File: src/rtl/t2mi_pointer_scheduler_if.sv
// Bus bundle between the T2-MI pointer scheduler, the length FIFO and the TS packer.
// The master modport is the scheduler side; the slave modport is the environment side.
interface t2mi_pointer_scheduler_if #(
    parameter int LEN_W = 16
);
    logic             ENABLE;
    logic [LEN_W-1:0] LEN_IN;
    logic             LEN_VALID;
    logic             LEN_RD;
    logic [3:0]       PACKER_STATE;
    logic [7:0]       POINTER;
    logic             START;
    logic             LATE;
    logic [15:0]      PKT_CNT;
    logic             BUSY;

    modport master (
        input  ENABLE, LEN_IN, LEN_VALID, PACKER_STATE,
        output LEN_RD, POINTER, START, LATE, PKT_CNT, BUSY
    );

    modport slave (
        output ENABLE, LEN_IN, LEN_VALID, PACKER_STATE,
        input  LEN_RD, POINTER, START, LATE, PKT_CNT, BUSY
    );
endinterface

File: src/rtl/t2mi_pointer_scheduler.sv
// T2-MI pointer scheduler: tracks T2-MI packet boundaries through a show-ahead
// length FIFO and decides, per TS packet, the POINTER code handed to the packer.
//
// state   | meaning
// --------+-----------------------------------------------------------------
// IDLE    | waiting for ENABLE and a first length before starting
// CALC    | one-cycle decision on the remaining byte count
// POP     | consuming lengths until the current TS payload is filled
// COMMIT  | register the decided POINTER
// START   | one-shot START pulse after the very first commit
// WAITPKT | waiting for the packer to enter its payload state
module t2mi_pointer_scheduler #(
    parameter int LEN_W    = 16,
    parameter int PTR_NONE = 255
) (
    input logic                      CLK,
    input logic                      RST,
    t2mi_pointer_scheduler_if.master bus
);

    typedef enum logic [2:0] {
        S_IDLE,
        S_CALC,
        S_POP,
        S_COMMIT,
        S_START,
        S_WAITPKT
    } state_t;

    localparam logic [LEN_W-1:0] TS_PAYLOAD = LEN_W'(184);
    localparam logic [LEN_W-1:0] AF_ONE     = LEN_W'(183);
    localparam logic [7:0]       PTR_NONE_C = 8'(PTR_NONE);
    localparam logic [3:0]       PS_HEADER  = 4'd1;
    localparam logic [3:0]       PS_AFPTR   = 4'd2;
    localparam logic [3:0]       PS_PAYLOAD = 4'd3;

    state_t           state;
    state_t           state_nxt;
    logic [LEN_W-1:0] rem;
    logic [LEN_W-1:0] avail;
    logic [7:0]       next_ptr;
    logic [7:0]       pointer;
    logic             late;
    logic [15:0]      pkt_cnt;
    logic             started;
    logic             pop_gap;
    logic [3:0]       ps_prev;
    logic             len_rd;
    logic             start_p;
    logic             busy;
    logic             payload_entry;
    logic [LEN_W-1:0] len_eff;

    // A zero-length word still occupies one byte of the stream.
    assign len_eff       = (bus.LEN_IN == '0) ? LEN_W'(1) : bus.LEN_IN;
    assign payload_entry = (bus.PACKER_STATE == PS_PAYLOAD) &&
                           ((ps_prev == PS_HEADER) || (ps_prev == PS_AFPTR));
    assign busy          = (state == S_CALC) || (state == S_POP);

    // State register.
    always_ff @(posedge CLK or negedge RST) begin
        if (!RST) state <= S_IDLE;
        else      state <= state_nxt;
    end

    // Next-state logic plus the combinational pop and start strobes.
    always_comb begin
        state_nxt = state;
        len_rd    = 1'b0;
        start_p   = 1'b0;
        case (state)
            S_IDLE: begin
                if (bus.ENABLE && bus.LEN_VALID) state_nxt = S_CALC;
            end
            S_CALC: begin
                if (rem >= AF_ONE) state_nxt = S_COMMIT;
                else               state_nxt = S_POP;
            end
            S_POP: begin
                // pop_gap leaves one cycle for the FIFO head to refresh after a pop
                if (bus.LEN_VALID && !pop_gap) begin
                    len_rd = 1'b1;
                    if (len_eff >= avail) state_nxt = S_COMMIT;
                end
            end
            S_COMMIT: begin
                state_nxt = started ? S_WAITPKT : S_START;
            end
            S_START: begin
                start_p   = 1'b1;
                state_nxt = S_WAITPKT;
            end
            S_WAITPKT: begin
                if (payload_entry) state_nxt = S_CALC;
            end
            default: state_nxt = S_IDLE;
        endcase
    end

    // Byte accounting, pointer commit, packet counter and late flag.
    always_ff @(posedge CLK or negedge RST) begin
        if (!RST) begin
            rem      <= '0;
            avail    <= '0;
            next_ptr <= '0;
            pointer  <= '0;
            late     <= 1'b0;
            pkt_cnt  <= '0;
            started  <= 1'b0;
            pop_gap  <= 1'b0;
            ps_prev  <= '0;
        end else begin
            ps_prev <= bus.PACKER_STATE;
            pop_gap <= 1'b0;
            if (busy && (bus.PACKER_STATE == PS_HEADER)) late <= 1'b1;
            case (state)
                S_IDLE: begin
                    if (bus.ENABLE && bus.LEN_VALID) rem <= '0;
                end
                S_CALC: begin
                    if (rem >= TS_PAYLOAD) begin
                        next_ptr <= PTR_NONE_C;
                        rem      <= rem - TS_PAYLOAD;
                    end else if (rem == AF_ONE) begin
                        next_ptr <= 8'd183;
                        rem      <= '0;
                    end else begin
                        next_ptr <= rem[7:0];
                        avail    <= AF_ONE - rem;
                    end
                end
                S_POP: begin
                    if (len_rd) begin
                        pkt_cnt <= pkt_cnt + 16'd1;
                        if (len_eff > avail) begin
                            rem <= len_eff - avail;
                        end else if (len_eff == avail) begin
                            rem <= '0;
                        end else begin
                            avail   <= avail - len_eff;
                            pop_gap <= 1'b1;
                        end
                    end
                end
                S_COMMIT: pointer <= next_ptr;
                S_START:  started <= 1'b1;
                default:  ;
            endcase
        end
    end

    assign bus.LEN_RD  = len_rd;
    assign bus.START   = start_p;
    assign bus.POINTER = pointer;
    assign bus.LATE    = late;
    assign bus.PKT_CNT = pkt_cnt;
    assign bus.BUSY    = busy;

endmodule
File: src/flat_wrapper.sv
// flat-port wrapper written by rule: the top's interface ports become plain ports
module t2mi_pointer_scheduler_flat 
#(
    parameter int LEN_W    = 16,
    parameter int PTR_NONE = 255
)
  (CLK, RST, bus_ENABLE, bus_LEN_IN, bus_LEN_VALID, bus_PACKER_STATE, bus_LEN_RD, bus_POINTER, bus_START, bus_LATE, bus_PKT_CNT, bus_BUSY);
  t2mi_pointer_scheduler_if #(.LEN_W(LEN_W)) bus_i ();
  input logic CLK;
  input logic RST;
  input wire logic [$bits(bus_i.ENABLE)-1:0] bus_ENABLE;
  input wire logic [$bits(bus_i.LEN_IN)-1:0] bus_LEN_IN;
  input wire logic [$bits(bus_i.LEN_VALID)-1:0] bus_LEN_VALID;
  input wire logic [$bits(bus_i.PACKER_STATE)-1:0] bus_PACKER_STATE;
  output wire logic [$bits(bus_i.LEN_RD)-1:0] bus_LEN_RD;
  output wire logic [$bits(bus_i.POINTER)-1:0] bus_POINTER;
  output wire logic [$bits(bus_i.START)-1:0] bus_START;
  output wire logic [$bits(bus_i.LATE)-1:0] bus_LATE;
  output wire logic [$bits(bus_i.PKT_CNT)-1:0] bus_PKT_CNT;
  output wire logic [$bits(bus_i.BUSY)-1:0] bus_BUSY;
  assign bus_i.ENABLE = bus_ENABLE;
  assign bus_i.LEN_IN = bus_LEN_IN;
  assign bus_i.LEN_VALID = bus_LEN_VALID;
  assign bus_i.PACKER_STATE = bus_PACKER_STATE;
  assign bus_LEN_RD = bus_i.LEN_RD;
  assign bus_POINTER = bus_i.POINTER;
  assign bus_START = bus_i.START;
  assign bus_LATE = bus_i.LATE;
  assign bus_PKT_CNT = bus_i.PKT_CNT;
  assign bus_BUSY = bus_i.BUSY;
  t2mi_pointer_scheduler #(.LEN_W(LEN_W), .PTR_NONE(PTR_NONE)) u_core (.CLK(CLK), .RST(RST), .bus(bus_i));
endmodule
File: config.mk
export PLATFORM = sky130hd
export DESIGN_NAME = t2mi_pointer_scheduler_flat
export DESIGN_NICKNAME = d
export VERILOG_FILES = /design/src/rtl/t2mi_pointer_scheduler_if.sv /design/src/rtl/t2mi_pointer_scheduler.sv /design/src/flat_wrapper.sv
export SDC_FILE = /design/constraint.sdc
export NUM_CORES = 1
export LEC_CHECK = 0
export CAP_MARGIN = 20
export CORE_ASPECT_RATIO = 1.1
export CORE_MARGIN = 8
export CORE_UTILIZATION = 52
export CTS_CLUSTER_SIZE = 30
export DETAILED_ROUTE_END_ITERATION = 8
export PLACE_DENSITY = 0.74
export SYNTH_ARGS = -nofsm -noshare
export SYNTH_HDL_FRONTEND = slang
export SYNTH_SLANG_ARGS = --single-unit
File: constraint.sdc
create_clock -name CLK -period 2.9 [get_ports CLK]
set_clock_uncertainty 0.15 [all_clocks]
set_input_delay 0.58 -clock CLK [delete_from_list [all_inputs] [get_ports CLK]]
set_output_delay 0.58 -clock CLK [all_outputs]
set_load 0.005 [all_outputs]
==> metrics.md <==
| Metric | Value |
|---|---|
| Outcome | finished, violations left |
| Failing checks | negative setup slack |
| Die area | 13400 um^2 |
| Post-synthesis mux area share | 0.0219 |
| H-Tree Depth | 3 |
| Crit path kind | in -> reg |
| Routability-driven placement congestion ratio | 0.924 |
| Ports | 52 |
| Number of global-route vias before repair | 5014 |
| Yosys reg bits | 74 |
| Crit path launch type | input pin |
| WL per Instance | 17.4 um |
| DR pass1 iterations | 5 |
| Initial Util | 0.528 |
| Post-route setup slack | -0.295 ns |
| Internal | 0.00412 W |
| Total power | 0.00721 W |
| Setup TNS | -6.05 ns |
| Largest cells by area after synthesis | dfrtp_1 36%, ha_1 8.5%, xnor2_1 5.4%, nor2_1 4.5%, a21oi_1 3.3% |
| Most frequent cells in the layout | 110 x buf_4, 74 x dfrtp_1, 60 x nor2_1, 42 x inv_1 |
| PortBufs | 51 |
| P per Cell Area | 1030 nW/um^2 |
| Max stage delay on crit path | 0.33 ns |
| Comb power frac | 0.650 |
| Hold Crit Class | in -> async |
| Most area-hungry cell type in the Yosys netlist | dfrtp_1 |
| Final setup vio count | 32 |
| Top fanout value on the critical path | 5 |
| RSZ-0062 raised after global routing | yes |
| Largest net degree at the start of global routing | 49 |
| Post-Syn Area | about 5000 um^2 |
| Flop pwr share | 0.223 |
| Primary FF master, synth | dfrtp_1 |
| Synth Area in Adders | 0.0928 |
| R2r setup slk | -0.08 ns |
| Distinct cells, synth | between 60 and 70 |
| Commonest non-fill, non-tap cell in the layout | buf_4 |
| Die X | between 100 and 150 um |
| Clk buf depth | 2 |
| Syn_area_per_cell | between 8 and 9 um^2 |
| Fraction of layout cells with a size suffix above 1 | 0.280 |
| CORE AREA | 9750 um^2 |
| Sw frac | 0.429 |
| Total grt overflow | 0 |
| Layout fillers | 698 |
| Arrival time worst endpoint | ~3.3 ns |
| Drt total wl | 14700 um |
| Final #Nets | 780 |
| Tcrit/Tclk final | 1.10 |
| Synth Area in XOR/XNOR | 0.0816 |
| Initial antenna violation count | 0 |
| Sw power | 0.00309 W |
| DR iter-0 viols | 310 |
| Fraction of the mapped netlist area in compound gates | 0.194 |
| Top cell type's share of synthesized area | 0.359 |
| Max-Slew Margin vs Limit | 0.549 |
| Cell-by-cell trace of the critical path | buf_6, nor3_4, a41o_1, inv_1, ha_2, inv_2, fa_2, a21o_1, a221oi_2, nor3_2, o21bai_1, nand3_2, a22o_4, buf_6, buf_16, a22o_1 |
| Max-slew violation count | 0 |
| Mapped Cells | roughly 590 |
| Final hold violation count | 0 |
| Shortest period the worst path allows | roughly 3.2 ns |
| Sequential share of the synthesized area | 0.359 |
| Largest family of logic cells by synthesized area | compound AO/OA/AOI/OAI gates |
| Area Growth Syn to Fin | 36.0% |
| Remaining antenna violation count | 0 |
| Number of max-cap violations | 0 |
| Most used cell, CP | buf_6 |
| Clk sinks | 74 |
| GRT Total Usage | 0.221 |
| Drc violations | 0 |
| # diodes | 0 |
| Worst vdd ir | 0.000584 V |
| Required time worst endpoint | 3.00 ns |
| Post-synth ARST share | 1.00 |
| Pin slew with the least headroom to its limit | about 0.68 ns |
| First-pass GRT wire length | 24400 um |
| Root Driver | clkbuf_8 |
| Clock Power Share | 0.127 |
| Max Fclk | approximately 310 MHz |
| Worst path slowest cell | fa_2 |
| Via density | roughly 5.7 |
| Post-layout util | 0.719 |
| HPWL Detailed | 10600 um |
| CP endpoint kind | flop |
| CTS buffer count | 9 |
| Synth Warn # | 0 |
| Clock Latency Late Sink | around 0.36 ns |
| CTS tree | built |
| Clk slew on worst S/H paths | roughly 0.090 ns |
| Simple-gate share of the synthesized area | 0.178 |
| Vias | roughly 4800 |
| Number of synthesized flops with an enable pin | 0 |
| Leak | 3.23 nW |
| Die Height | 120 um |
| Post-CTS Hold Fix Bufs | 0 |
| Core Rows | 38 |
| Syn nets | 646 |
layer usage:
metal | routed length [um] | GRT usage
met2 | 7340 | 0.389
met4 | 399 | 0.0972
met3 | 790 | 0.0357
met1 | 6140 | 0.260
met5 | 0 | 0
worst max-delay path, delay by kind of cell:
family          cells  cell delay [ns]
compound gates      6             1.48
fa+ha+maj           2             0.50
buf+inv             5             0.47
simple gates        3             0.25
state kept, by name, indices dropped and copies added, names as in the netlist:
name                count
u_core.ps_prev          4
u_core.avail           16
u_core.rem             16
u_core.next_ptr         8
u_core.pop_gap          1
u_core.bus.PKT_CNT     16
u_core.state            3
u_core.started          1
u_core.bus.LATE         1
u_core.bus.POINTER      8
area by class of cell:
type / instances / area (um^2) / area share
sequential: 74 / 1850 / 0.264
timing repair buffer: 167 / 1510 / 0.216
tap: 120 / 150 / 0.0214
clock buffer: 10 / 128 / 0.0182
clock inverter: 6 / 90.1 / 0.0129
multi-input combinational: 424 / 3110 / 0.445
inverter: 43 / 161 / 0.0230
final timing paths:
| check | start | to | cells past startpoint |
|---|---|---|---|
| max | bus_LEN_IN[15] | u_core.avail[14] | 16 |
| min | RST | u_core.bus.PKT_CNT[12] | 1 |
| max reg2reg | u_core.avail[1] | u_core.avail[14] | 12 |
| min reg2reg | u_core.bus.LATE | u_core.bus.LATE | 1 |
| max in group asynchronous | RST | u_core.rem[4] | 2 |
| min in group CLK | u_core.bus.LATE | u_core.bus.LATE | 1 |
cells by family after synthesis:
group / count (synthesis)
mux: 10
buf+inv: 87
compound gates: 146
flops: 74
simple gates: 183
xor+xnor: 48
fa+ha+maj: 37
repair_timing:
item                                    CTS  global route
endpoints found under the setup margin   34            34
cloned                                    3             0
setup buffers                             4             1
pin swaps                                22            10
gates resized for setup                 117            15
power groups by stage:
stage | Clock [W] | Combinational, W | Sequential [W]
after floorplan | 0 | 0.00263 | 0.00157
after global placement | 0 | 0.00413 | 0.00160
after detailed placement | 0 | 0.00421 | 0.00162
after CTS | 0.000931 | 0.00454 | 0.00160
after global routing | 0.000969 | 0.00510 | 0.00165
final | 0.000915 | 0.00469 | 0.00161
Yosys cell counts (15+ instances only):
cell      instances
nor2_1           62
o21ai_0          29
xor2_1           16
dfrtp_1          74
ha_1             35
nand2_1          31
nor3_1           18
a21oi_1          34
nand3_1          15
inv_1            43
a21o_1           15
clkbuf_1         33
xnor2_1          32
per-stage QoR:
stage                     setup slack (ns)  cell area, um^2  cells  hold WS [ns]
after floorplan                     -0.430             5170    585         0.134
after global placement               -1.24             6480    823         0.292
after detailed placement             -1.19             6480    823         0.301
after CTS                           -0.388             6950    843         0.125
after global routing                -0.453             7010    844         0.163
final                               -0.295             7010    844        0.0958
(Power assumes the default switching activity.)
